### src/rtl/fetch_stall_ctrl.sv
// fetch_stall_ctrl
// Fetch-side pipeline controller for the 5-stage CPU. Owns the PC register
// and the IF/ID pipeline register, reacts to load-use stalls and to taken
// branches resolved in Decode, inserts ID/EX bubbles, and drains/freezes
// the pipeline when the halt instruction reaches Decode. Also keeps stall
// statistics for debug.
//
// Ports:
//   CLK, RST        clock, synchronous active-high reset
//   Stall           load-use stall request from hazard detection
//   Branch_D        taken branch/jump resolved in Decode
//   BranchTarget_D  target PC for Branch_D
//   Instr_F         instruction fetched at PC_F
//   PC_F            current fetch PC
//   Instr_D         IF/ID instruction
//   PCPlus4_D       IF/ID PC+4
//   Valid_D         IF/ID holds a real instruction (0 = bubble)
//   FlushE          clear ID/EX on the next edge (combinational)
//   Halted          pipeline frozen after halt drain
//   StallCnt        saturating count of stalled cycles since reset
//   StallErr        sticky flag, a stall run reached MAX_STALL
module fetch_stall_ctrl #(
    parameter logic [31:0] RESET_PC     = 32'h0000_0000,
    parameter logic [31:0] HALT_INSTR   = 32'hFFFF_FFFF,
    parameter int          DRAIN_CYCLES = 4,
    parameter int          MAX_STALL    = 8
) (
    input  logic        CLK,
    input  logic        RST,
    input  logic        Stall,
    input  logic        Branch_D,
    input  logic [31:0] BranchTarget_D,
    input  logic [31:0] Instr_F,
    output logic [31:0] PC_F,
    output logic [31:0] Instr_D,
    output logic [31:0] PCPlus4_D,
    output logic        Valid_D,
    output logic        FlushE,
    output logic        Halted,
    output logic [15:0] StallCnt,
    output logic        StallErr
);

    localparam int DW = (DRAIN_CYCLES > 1) ? $clog2(DRAIN_CYCLES + 1) : 1;
    localparam int RW = $clog2(MAX_STALL + 1);

    typedef enum logic [1:0] {
        ST_RUN   = 2'd0,
        ST_DRAIN = 2'd1,
        ST_HALT  = 2'd2
    } state_t;

    state_t          state_r;
    state_t          state_next_s;
    logic [DW-1:0]   drain_cnt_r;
    logic [DW-1:0]   drain_next_s;
    logic [RW-1:0]   run_cnt_r;
    logic [31:0]     pc_r;
    logic [31:0]     instr_d_r;
    logic [31:0]     pcplus4_d_r;
    logic            valid_d_r;
    logic            halted_r;
    logic [15:0]     stall_cnt_r;
    logic            stall_err_r;
    logic            flush_s;
    logic            halt_seen_s;
    logic [31:0]     pc_plus4_s;

    assign pc_plus4_s  = pc_r + 32'd4;
    assign halt_seen_s = valid_d_r && (instr_d_r == HALT_INSTR);

    // FSM state and drain counter register
    always_ff @(posedge CLK) begin
        if (RST) begin
            state_r     <= ST_RUN;
            drain_cnt_r <= '0;
        end else begin
            state_r     <= state_next_s;
            drain_cnt_r <= drain_next_s;
        end
    end

    // FSM next-state and drain counter logic
    always_comb begin
        state_next_s = state_r;
        drain_next_s = drain_cnt_r;
        case (state_r)
            ST_RUN: begin
                // Stall and branch both outrank halt detection
                if (!Stall && !Branch_D && halt_seen_s) begin
                    state_next_s = ST_DRAIN;
                    drain_next_s = DW'(DRAIN_CYCLES - 1);
                end else begin
                    state_next_s = ST_RUN;
                end
            end
            ST_DRAIN: begin
                if (drain_cnt_r == '0) begin
                    state_next_s = ST_HALT;
                end else begin
                    drain_next_s = drain_cnt_r - DW'(1);
                end
            end
            ST_HALT: begin
                state_next_s = ST_HALT;
            end
            default: begin
                state_next_s = ST_RUN;
                drain_next_s = '0;
            end
        endcase
    end

    // FSM outputs: ID/EX bubble request only while running
    always_comb begin
        flush_s = 1'b0;
        case (state_r)
            ST_RUN:   flush_s = Stall;
            ST_DRAIN: flush_s = 1'b0;
            ST_HALT:  flush_s = 1'b0;
            default:  flush_s = 1'b0;
        endcase
    end

    // PC, IF/ID register, halt flag and stall statistics
    always_ff @(posedge CLK) begin
        if (RST) begin
            pc_r        <= RESET_PC;
            instr_d_r   <= 32'd0;
            pcplus4_d_r <= 32'd0;
            valid_d_r   <= 1'b0;
            halted_r    <= 1'b0;
            stall_cnt_r <= 16'd0;
            stall_err_r <= 1'b0;
            run_cnt_r   <= '0;
        end else begin
            halted_r <= (state_next_s == ST_HALT);
            case (state_r)
                ST_RUN: begin
                    if (Stall) begin
                        // Hold PC and IF/ID; a branch this cycle is re-evaluated later
                        if (stall_cnt_r != 16'hFFFF) begin
                            stall_cnt_r <= stall_cnt_r + 16'd1;
                        end
                        if (run_cnt_r != RW'(MAX_STALL)) begin
                            run_cnt_r <= run_cnt_r + RW'(1);
                        end
                        if (run_cnt_r == RW'(MAX_STALL - 1)) begin
                            stall_err_r <= 1'b1;
                        end
                    end else if (Branch_D) begin
                        // Squash the wrong-path fetch, no delay slot
                        pc_r        <= BranchTarget_D;
                        instr_d_r   <= 32'd0;
                        pcplus4_d_r <= 32'd0;
                        valid_d_r   <= 1'b0;
                        run_cnt_r   <= '0;
                    end else if (halt_seen_s) begin
                        instr_d_r <= 32'd0;
                        valid_d_r <= 1'b0;
                        run_cnt_r <= '0;
                    end else begin
                        pc_r        <= pc_plus4_s;
                        instr_d_r   <= Instr_F;
                        pcplus4_d_r <= pc_plus4_s;
                        valid_d_r   <= 1'b1;
                        run_cnt_r   <= '0;
                    end
                end
                ST_DRAIN: begin
                    run_cnt_r <= '0;
                end
                ST_HALT: begin
                    run_cnt_r <= '0;
                end
                default: begin
                    run_cnt_r <= '0;
                end
            endcase
        end
    end

    assign PC_F      = pc_r;
    assign Instr_D   = instr_d_r;
    assign PCPlus4_D = pcplus4_d_r;
    assign Valid_D   = valid_d_r;
    assign FlushE    = flush_s;
    assign Halted    = halted_r;
    assign StallCnt  = stall_cnt_r;
    assign StallErr  = stall_err_r;

endmodule
### config.mk
export PLATFORM = sky130hd
export DESIGN_NAME = fetch_stall_ctrl
export DESIGN_NICKNAME = d
export VERILOG_FILES = /design/src/rtl/fetch_stall_ctrl.sv
export SDC_FILE = /design/constraint.sdc
export NUM_CORES = 1
export LEC_CHECK = 0
export CAP_MARGIN = 20
export CORE_MARGIN = 2
export CORE_UTILIZATION = 49
export CTS_BUF_LIST = sky130_fd_sc_hd__clkbuf_4
export CTS_CLUSTER_DIAMETER = 50
export DETAILED_ROUTE_END_ITERATION = 12
export GPL_TIMING_DRIVEN = 0
export PLACE_DENSITY_LB_ADDON = 0.2
export SLEW_MARGIN = 15
export SYNTH_ARGS = -nofsm -noshare
export SYNTH_HDL_FRONTEND = slang
export SYNTH_SLANG_ARGS = --single-unit
### constraint.sdc
create_clock -name CLK -period 3 [get_ports CLK]
set_clock_uncertainty 0.15 [all_clocks]
set_input_delay 0.6 -clock CLK [delete_from_list [all_inputs] [get_ports CLK]]
set_output_delay 0.6 -clock CLK [all_outputs]
set_load 0.03 [all_outputs]
==> Yosys cells after proc, flatten, opt, wreduce, memory -nomap -nowiden <==
Cells that the tools add are included.
Widths: inputs -> output; s select.
{ "totals": {"regBits": 124, "inputBits": 68, "output_inout_bits": 116, "wordCells": 54} }
{ "classes": {"add_sub_neg": 4, "n_eq_ne": 10, "n_mux": 14, "n_bitwise": 3, "n_reduce_logical": 13} }
{ "op_table": {"columns": ["operator", "count"], "rows": [
  ["$mux 32", 5],
  ["$add 32x3->32 const B", 1],
  ["$eq 32x32->1 const B", 1],
  ["$add 16x1->16 const B", 1],
  ["$ne 16x16->1 const B", 1],
  ["$reduce_and 3->1", 4],
  ["$pmux 3 s3", 1],
  ["$mux 3", 2],
  ["$ne 2x2->1 const B", 3],
  ["$pmux 2 s3", 1],
  ["$add 4x1->4 const B", 1],
  ["$eq 2x2->1 const B", 2],
  ["$eq 4x3->1 const B", 1],
  ["$mux 1", 4],
  ["$ne 4x4->1 const B", 1],
  ["$logic_and 1x1->1", 3],
  ["$logic_not 3->1", 1],
  ["$not 1->1", 3],
  ["$reduce_or 3->1", 1],
  ["$sub 3x1->3 const B", 1],
  ["$eq 2x1->1 const B", 1],
  ["$logic_not 1->1", 2],
  ["$logic_not 2->1", 1],
  ["$mux 2", 1],
  ["$reduce_and 2->1", 1]
]} }

==> Longest topological paths before layout <==
Gate-level depths: netlist (run 1).
{ "logic_depth": {"ltp_word": 6, "mapped_depth": 7, "ltp_nobuf": 7} }

==> Least setup slack after synthesis (run 1) <==
OpenSTA, ideal clock, no wires.
{ "synth_path": {"path_kind": "flip-flop to flip-flop", "start": "reg pc_r[14], in the netlist PC_F[14]", "end": "reg pc_r[27], in the netlist PC_F[27]", "setup_time_ns": 0.074, "arrival_time_ns": 2.230, "required_ns": 2.776, "path_slack_ns": 0.546, "stages_incl_launch_ff": 8, "n_path_buf": 2, "synth_period_minus_slack_ns": 2.454, "path_cell_list": "dfxtp_1 -> clkbuf_8 -> nand3_4 -> or2_0 -> buf_2 -> or4_4 -> or4_1 -> a31oi_1"} }
{ "synth_via": {"elab_chain_len": 3} }
{ "synth_rtl": {"columns": ["item", "line_no", "source"], "rows": [
  ["start, declared", "58", "logic [31:0] pc_r;"],
  ["start signal, assigned", "153", "pc_r <= BranchTarget_D;"],
  ["start signal, assigned", "163", "pc_r <= pc_plus4_s;"],
  ["$add 32x3->32", "69", "assign pc_plus4_s = pc_r + 32'd4;"],
  ["$mux 32", "158", "end else if (halt_seen_s) begin"],
  ["$mux 32", "151", "end else if (Branch_D) begin"]
]} }
No other way between the ends. The select of a mux whose other input is x is not followed.
A chain may end at the register's enable or synchronous reset.

==> Worst setup path in the final report (run 1) <==
{ "layout_path": {"start": "reg instr_d_r[12], in the netlist Instr_D[12]", "end": "reg pc_r[4], in the netlist PC_F[4]"} }
{ "layout_via": {"elab_chain_len": 4} }
{ "layout_rtl": {"columns": ["item", "line_no", "source"], "rows": [
  ["start, declared", "59", "logic [31:0] instr_d_r;"],
  ["start signal, assigned", "164", "instr_d_r <= Instr_F;"],
  ["$eq 32x32->1", "70", "assign halt_seen_s = valid_d_r && (instr_d_r == HALT_INSTR);"],
  ["$logic_and 1x1->1", "70", null],
  ["$ne 2x2->1 (no line)", null, null],
  ["$reduce_and 3->1 (no line)", null, null]
]} }
No other way between the ends.

==> flow_metrics.py, run 1 <==
metrics = {
    "route": {
        "routed_wl_mm": 20.95,
        "viasPerCell": 6.098,
        "drt_pass1_iterations": 7,
        "drtIter0Drc": 706,
        "num_vias": 6879,
        "final_antenna_net_count": 0,
        "wire_per_inst_um": 18.57,
        "drc_errors": 0,
    },
    "finish": {
        "nNetsFinal": 1021,
        "drive_gt1_share_pct": 6.590,
        "fin_cells": 1128,
        "utilization_pct": 67.63,
        "area_delta_synth_final_pct": 36.23,
        "diodes": 0,
    },
    "clock_network": {
        "htree_levels": 4,
        "cts_setup_buffers": 0,
        "cts.sinks": 124,
        "cts_buffers": 17,
        "clk_latency_ps": 560,
        "cts_tree": "done",
        "clkTransAtPathRegs_ps": 110,
        "root_buffer": "clkbuf_4",
        "clk_path_buf_depth": 2,
    },
    "placed_design": {
        "portBuffers": 183,
        "hpwl_mm": 15.30,
        "placed_cells": 1100,
        "gp_congestion": 0.9707,
    },
    "grt": {
        "grt-ovfl-total": 0,
        "grt_use_total_pct": 30.84,
        "grt_pass1_vias": 6322,
        "grt_max_degree": 17,
        "grt_pass1_wl_mm": 32.44,
        "antenna_found_initial": 0,
    },
    "logic_synthesis": {
        "ys_ff_latch": 124,
        "synth_fp_nets": 819,
        "ys_types": 69,
        "ys_warn_count": 0,
        "synth_area_um2": 6188,
        "synth_edf_count": 0,
        "synth_area_leaders": "dfxtp_1 40%, a22oi_1 4.4%, nor2_1 4.4%, o21ai_0 3.8%, a21oi_1 3.7%",
        "synth_flop_cell": "dfxtp_1",
        "avgSynthCellArea_um2": 8.307,
        "synth_top_area_share_pct": 40.11,
        "postSynthCellCount": 745,
        "postSynth.asyncResetShare_pct": 0,
        "synth_top_area_cell": "dfxtp_1",
        "ys_seq_area_share_pct": 40.11,
    },
    "timing": {
        "fin_setup_tns_ps": 0,
        "fin_crit_ps": 2886,
        "grt_setup_unrepaired": "false",
        "slew_violations": 0,
        "fmaxAchievable_mhz": 346.5,
        "setup_viol": 0,
        "max_slew_margin_pct": 44.54,
        "final.period_utilization_pct": 96.19,
        "max_slew.worst_pin.slew_ps": 828.9,
        "hold_viol": 0,
    },
    "critical_path": {
        "endpoint_kind": "flop",
        "start_kind": "flop",
        "crit_required_ps": 3330,
        "r2r_end": "PC_F[4]",
        "cp.arrival_ps": 3210,
        "r2r_cells": 6,
        "crit_chain": "nand4_1 > or4_4 > nor4_4 > clkbuf_1 > o21ai_0 > a31oi_1",
        "cp_slowest_cell": "nor4_4",
        "r2r_start": "Instr_D[12]",
        "worstPathMaxFanout": 10,
        "critPathMaxStageDelay_ps": 620,
        "rrSetupSlack_ps": 110,
        "critPathKind": "flop to flop",
    },
    "die": {
        "rows": 41,
        "die_h_um": 116.4,
        "io_pins": 184,
        "die_w_um": 116.4,
        "die_area_um2": 13540,
        "core_area_um2": 12470,
        "initial_core_util_pct": 49.64,
    },
    "power": {
        "p_leak_nw": 2.864,
        "powerDensity_nw_per_um2": 385.1,
        "finalPower_w": 0.003247,
        "vdd_drop_max_mv": 0.2333,
    },
    "hold_path": {
        "hold_end": "PCPlus4_D[0]",
        "holdPathStages": 2,
        "hp-class": "flop to flop",
        "worstHoldStart": "PC_F[0]",
    },
    "job": {
        "cap_viol_max_count": 0,
    },
    "outcome": {
        "outcome": "completed",
    },
}
## kinds of logic after synthesis
logic type,Yosys count,share of synthesized area [%]
AND/OR/NAND/NOR,273,23.31
flip-flops,124,40.11
AO/OA/AOI/OAI,223,23.98
XOR/XNOR,32,4.529
buffers and inverters,85,6.530
adder cells (fa/ha/maj),6,1.213
multiplexers,2,0.3235
## synth_stat cells (all sizes together), types with 7 or more instances
master  count
nor4       11
o211ai      9
o21ai      47
or4        10
and4       11
inv        20
a21oi      46
nand2      56
nand3      26
nor2       72
nand4      28
nor3       25
xor2       20
clkbuf     52
o311ai      8
o31ai       7
and3       14
a22oi      36
dfxtp     124
o32ai      11
buf        12
xnor2      12
a31oi      21
## cell type report
cell class	count	area, um^2
clock inverters	7	28.78
fillers	1099	4035
multi-input cells	536	3314
flip-flops and latches	124	2482
well taps	172	215.2
plain buffers	64	326.6
inverters	21	78.83
clock buffers	21	157.7
repair buffers	183	1827
## per-stage QoR
| stage | area (um^2) | hold WS (ps) | setup WS [ps] |
|---|---|---|---|
| 6_report | 8431 | 315.2 | 114.2 |
| 5_1_grt | 8431 | 343.2 | 20.50 |
| 4_1_cts | 8427 | 322.1 | 22.75 |
| 3_5_place_dp | 8235 | 308.5 | -623.4 |
| 3_3_place_gp | 8235 | 303.3 | -661.3 |
| 2_1_floorplan | 6188 | 293.7 | 546.0 |
## sequential cells by signal, summed over array words and instances, names as in the netlist
register / cells
PC_F: 32
Halted: 1
StallErr: 1
Valid_D: 1
run_cnt_r: 4
drain_cnt_r: 3
state_r: 2
Instr_D: 32
PCPlus4_D: 32
StallCnt: 16
## placed cells by master, fill, tap and decap left out, types with 12 or more instances in the layout
master             n
clkbuf_4          21
a21oi_1           46
xor2_1            20
nor2_1            72
a22oi_1           36
inv_1             20
and3_1            13
nand3_1           24
nand2_1           56
xnor2_1           12
o21ai_0           47
nor3_1            24
dfxtp_1          124
a31oi_1           20
clkbuf_1          42
nand4_1           27
clkdlybuf4s50_1  182
## critical path, delay by kind of cell (launching register included)
kind | cells | cell delay [ps]
flops | 1 | 400
compound gates | 2 | 380
buf+inv | 1 | 490
simple gates | 3 | 1400
## report_power, final
group | internal, W | switching, W
sequential | 0.00170 | 0.0000606
combinational | 0.000253 | 0.000328
clock | 0.000329 | 0.000580
## routing by layer
metal | up-vias | global-route usage (%) | part of all wire [%]
li1 | 3180 | - | -
met4 | 0 | 14.76 | 5.1
met1 | 3148 | 38.50 | 39
met2 | 462 | 48.33 | 45
met3 | 89 | 9.964 | 11
met5 | - | 0 | 0
## repair_timing
| action | CTS | global route |
|---|---|---|
| hold buffers | 0 | 0 |
| endpoints found under the hold margin | 0 | 0 |
| endpoints found under the setup margin | 27 | 47 |
| gates resized for setup | 2 | 5 |
## worst max-delay path by stage
| stage | start | end | slack (ps) | cells after the start |
|---|---|---|---|---|
| 2_1_floorplan | PC_F[14] | PC_F[27] | 550 | 7 |
| 3_3_place_gp | Stall | PC_F[16] | -660 | 7 |
| 3_5_place_dp | Stall | PCPlus4_D[21] | -620 | 7 |
| 4_1_cts | state_r[0] | PCPlus4_D[21] | 20 | 7 |
| 5_1_grt | Instr_D[12] | PC_F[17] | 20 | 6 |
| 6_report | Instr_D[12] | PC_F[4] | 110 | 6 |
No activity file was read; power rests on OpenSTA's default activity.
==> run 2, diff against run 1 <==
--- a/config.mk
+++ b/config.mk
@@ -5,7 +5,7 @@
 export SDC_FILE = /design/constraint.sdc
 export NUM_CORES = 1
 export LEC_CHECK = 0
-export CAP_MARGIN = 20
+export CAP_MARGIN = 30
 export CORE_MARGIN = 2
 export CORE_UTILIZATION = 49
 export CTS_BUF_LIST = sky130_fd_sc_hd__clkbuf_4
==> results of run 2 <==
No change in the layout: final DEF, timing and power equal those of run 1.
==> run 3, diff against run 2 <==
--- a/config.mk
+++ b/config.mk
@@ -17,3 +17,4 @@
 export SYNTH_ARGS = -nofsm -noshare
 export SYNTH_HDL_FRONTEND = slang
 export SYNTH_SLANG_ARGS = --single-unit
+export TNS_END_PERCENT = 50
==> constraint.sdc (replaced) <==
create_clock -name CLK -period 3 [get_ports CLK]
set_clock_uncertainty 0.15 [all_clocks]
set_input_delay 0.6 -clock CLK [delete_from_list [all_inputs] [get_ports CLK]]
set_output_delay 0.6 -clock CLK [all_outputs]
set_load 0.1 [all_outputs]
==> flow_metrics.py, run 3 (synthesis gave the netlist of run 1 again) <==
metrics = {
    "outcome": {
        "outcome": "completed",
    },
    "timing": {
        "max_slew.worst_pin.slew_ps": 1007,
        "fmaxAchievable_mhz": 342.7,
        "hold_viol": 0,
        "max_slew_margin_pct": 32.67,
        "final.period_utilization_pct": 97.27,
        "fin_setup_tns_ps": 0,
        "setup_viol": 0,
        "slew_violations": 0,
        "grt_setup_unrepaired": "true",
        "fin_crit_ps": 2918,
        "layout_setup_ws_ps": 81.94,
    },
    "hold_path": {
        "hp-class": "flop to flop",
        "holdPathStages": 2,
        "worstHoldStart": "drain_cnt_r[1]",
    },
    "finish": {
        "nNetsFinal": 1021,
        "fillers": 1069,
        "diodes": 0,
        "stdcell_area_um2": 8537,
        "layout_common_cells": "166 x clkdlybuf4s50_1, 121 x dfxtp_1, 72 x nor2_1",
        "drive_gt1_share_pct": 7.307,
        "area_delta_synth_final_pct": 37.95,
        "final_common_cell": "clkdlybuf4s50_1",
    },
    "route": {
        "final_antenna_net_count": 0,
        "drt_pass1_iterations": 6,
        "wire_per_inst_um": 18.51,
        "drtIter0Drc": 706,
        "routed_wl_mm": 20.92,
        "num_vias": 6837,
        "drc_errors": 0,
        "viasPerCell": 6.050,
    },
    "critical_path": {
        "worstPathMaxFanout": 5,
        "critPathKind": "flop to primary output",
        "critPathTopFamily": "buffers and inverters",
        "start_kind": "flop",
        "crit_required_ps": 2250,
        "cp_slowest_cell": "clkdlybuf4s50_1",
        "r2r_start": "Instr_D[28]",
        "cp_num_cells": 1,
        "cp.arrival_ps": 2170,
        "critPathMaxStageDelay_ps": 1170,
        "worst-path-buf-inv": 1,
        "r2r_cells": 6,
        "cp-startpoint": "PC_F[28]",
        "endpoint_kind": "primary output",
        "crit_chain": "clkdlybuf4s50_1",
    },
    "clock_network": {
        "cts_tree": "done",
        "clkTransAtPathRegs_ps": 100,
        "cts_buffers": 17,
        "cts.sinks": 124,
        "cts_setup_buffers": 0,
        "root_buffer": "clkbuf_4",
        "htree_levels": 4,
        "clk_latency_ps": 560,
        "clk_path_buf_depth": 2,
        "ctsHoldBuffers": 0,
    },
    "die": {
        "die_w_um": 116.4,
        "initial_core_util_pct": 49.64,
        "die_h_um": 116.4,
        "rows": 41,
        "die_area_um2": 13540,
        "core_area_um2": 12470,
        "io_pins": 184,
    },
    "grt": {
        "antenna_found_initial": 0,
        "grt_use_total_pct": 30.83,
        "grt-ovfl-total": 0,
        "grt_pass1_vias": 6379,
        "grt_pass1_wl_mm": 32.08,
        "grt_max_degree": 17,
    },
    "placed_design": {
        "placed_area_um2": 8239,
        "hpwl_mm": 15.46,
        "portBuffers": 183,
        "gp_congestion": 0.9734,
        "dpl_worst_slack_ps": -686.7,
    },
    "power": {
        "finalPower_w": 0.003774,
        "p_seq_share_pct": 46.6,
        "powerDensity_nw_per_um2": 442.1,
        "switching_power_w": 0.001258,
        "p_int_w": 0.002516,
        "p_sw_share_pct": 33.33,
        "p_comb_share_pct": 22.4,
        "power_frac_clock_pct": 31.1,
        "p_leak_nw": 3.057,
        "vdd_drop_max_mv": 0.3137,
    },
    "job": {
        "cap_viol_max_count": 0,
    },
}
run 3: cell types whose count changed in the layout (fill, tap and decap cells not counted):
cell	delta
dlymetal6s2s_1	+7
nor4_1	-1
clkinv_1	-1
clkinv_2	+1
bufinv_16	+3
clkbuf_4	-2
dlygate4sd2_1	+9
buf_6	+1
nor4_2	+1
dfxtp_1	-3
clkbuf_2	-1
clkdlybuf4s50_1	-16
dfxtp_2	+3
clkinvlp_4	+1
run 3: timing repair:
item / CTS / global route
gates resized for setup: 17 / 11
pin swaps: 0 / 1
endpoints found under the setup margin: 37 / 30
run 3: final timing paths:
path | endpoint | slack [ps]
setup / recovery | PC_F[28] | 80
hold / removal | drain_cnt_r[1] | 320
setup reg to reg | PC_F[5] | 110
hold reg to reg | drain_cnt_r[1] | 320
run 3: power by group through the flow:
| stage | combinational (W) | sequential, W | clock, W |
|---|---|---|---|
| 6_report | 0.000844 | 0.00176 | 0.00117 |
| 5_1_grt | 0.000879 | 0.00176 | 0.00126 |
| 4_1_cts | 0.000837 | 0.00176 | 0.00118 |
| 3_5_place_dp | 0.000838 | 0.00179 | 0 |
| 3_3_place_gp | 0.000833 | 0.00179 | 0 |
| 2_1_floorplan | 0.000209 | 0.00214 | 0 |
run 3: worst min-delay path: cells and delay by family (launching register included):
kind	cells	cell delay, ps
flops	1	320
simple gates	1	60
compound gates	1	50
run 3: layout make-up:
cell class	count	area (um^2)	share of cell area (%)
Multi-Input combinational cell	536	3321	38.90
Clock buffer	19	142.6	1.671
Sequential cell	124	2486	29.12
Tap cell	172	215.2	2.521
Timing Repair Buffer	183	1839	21.54
Inverter	21	78.83	0.9233
Buffer	64	326.6	3.825
Clock inverter	11	127.6	1.495
run 3: routing by layer:
layer	vias up	GRT usage (%)	wire, um
li1	3198	-	-
met2	373	49.15	9344
met5	-	0	0
met1	3167	37.34	8303
met4	0	17.14	1107
met3	99	9.133	2164
run 3: stage by stage:
stage                     utilization, %  hold slack, ps  std cells
after floorplan                        -           293.7        745
after global placement             66.09           303.3       1100
after global routing               68.48           346.2       1130
after CTS                          68.25           328.3       1130
after detailed placement           66.09           315.1       1100
final                              68.48           322.8       1130
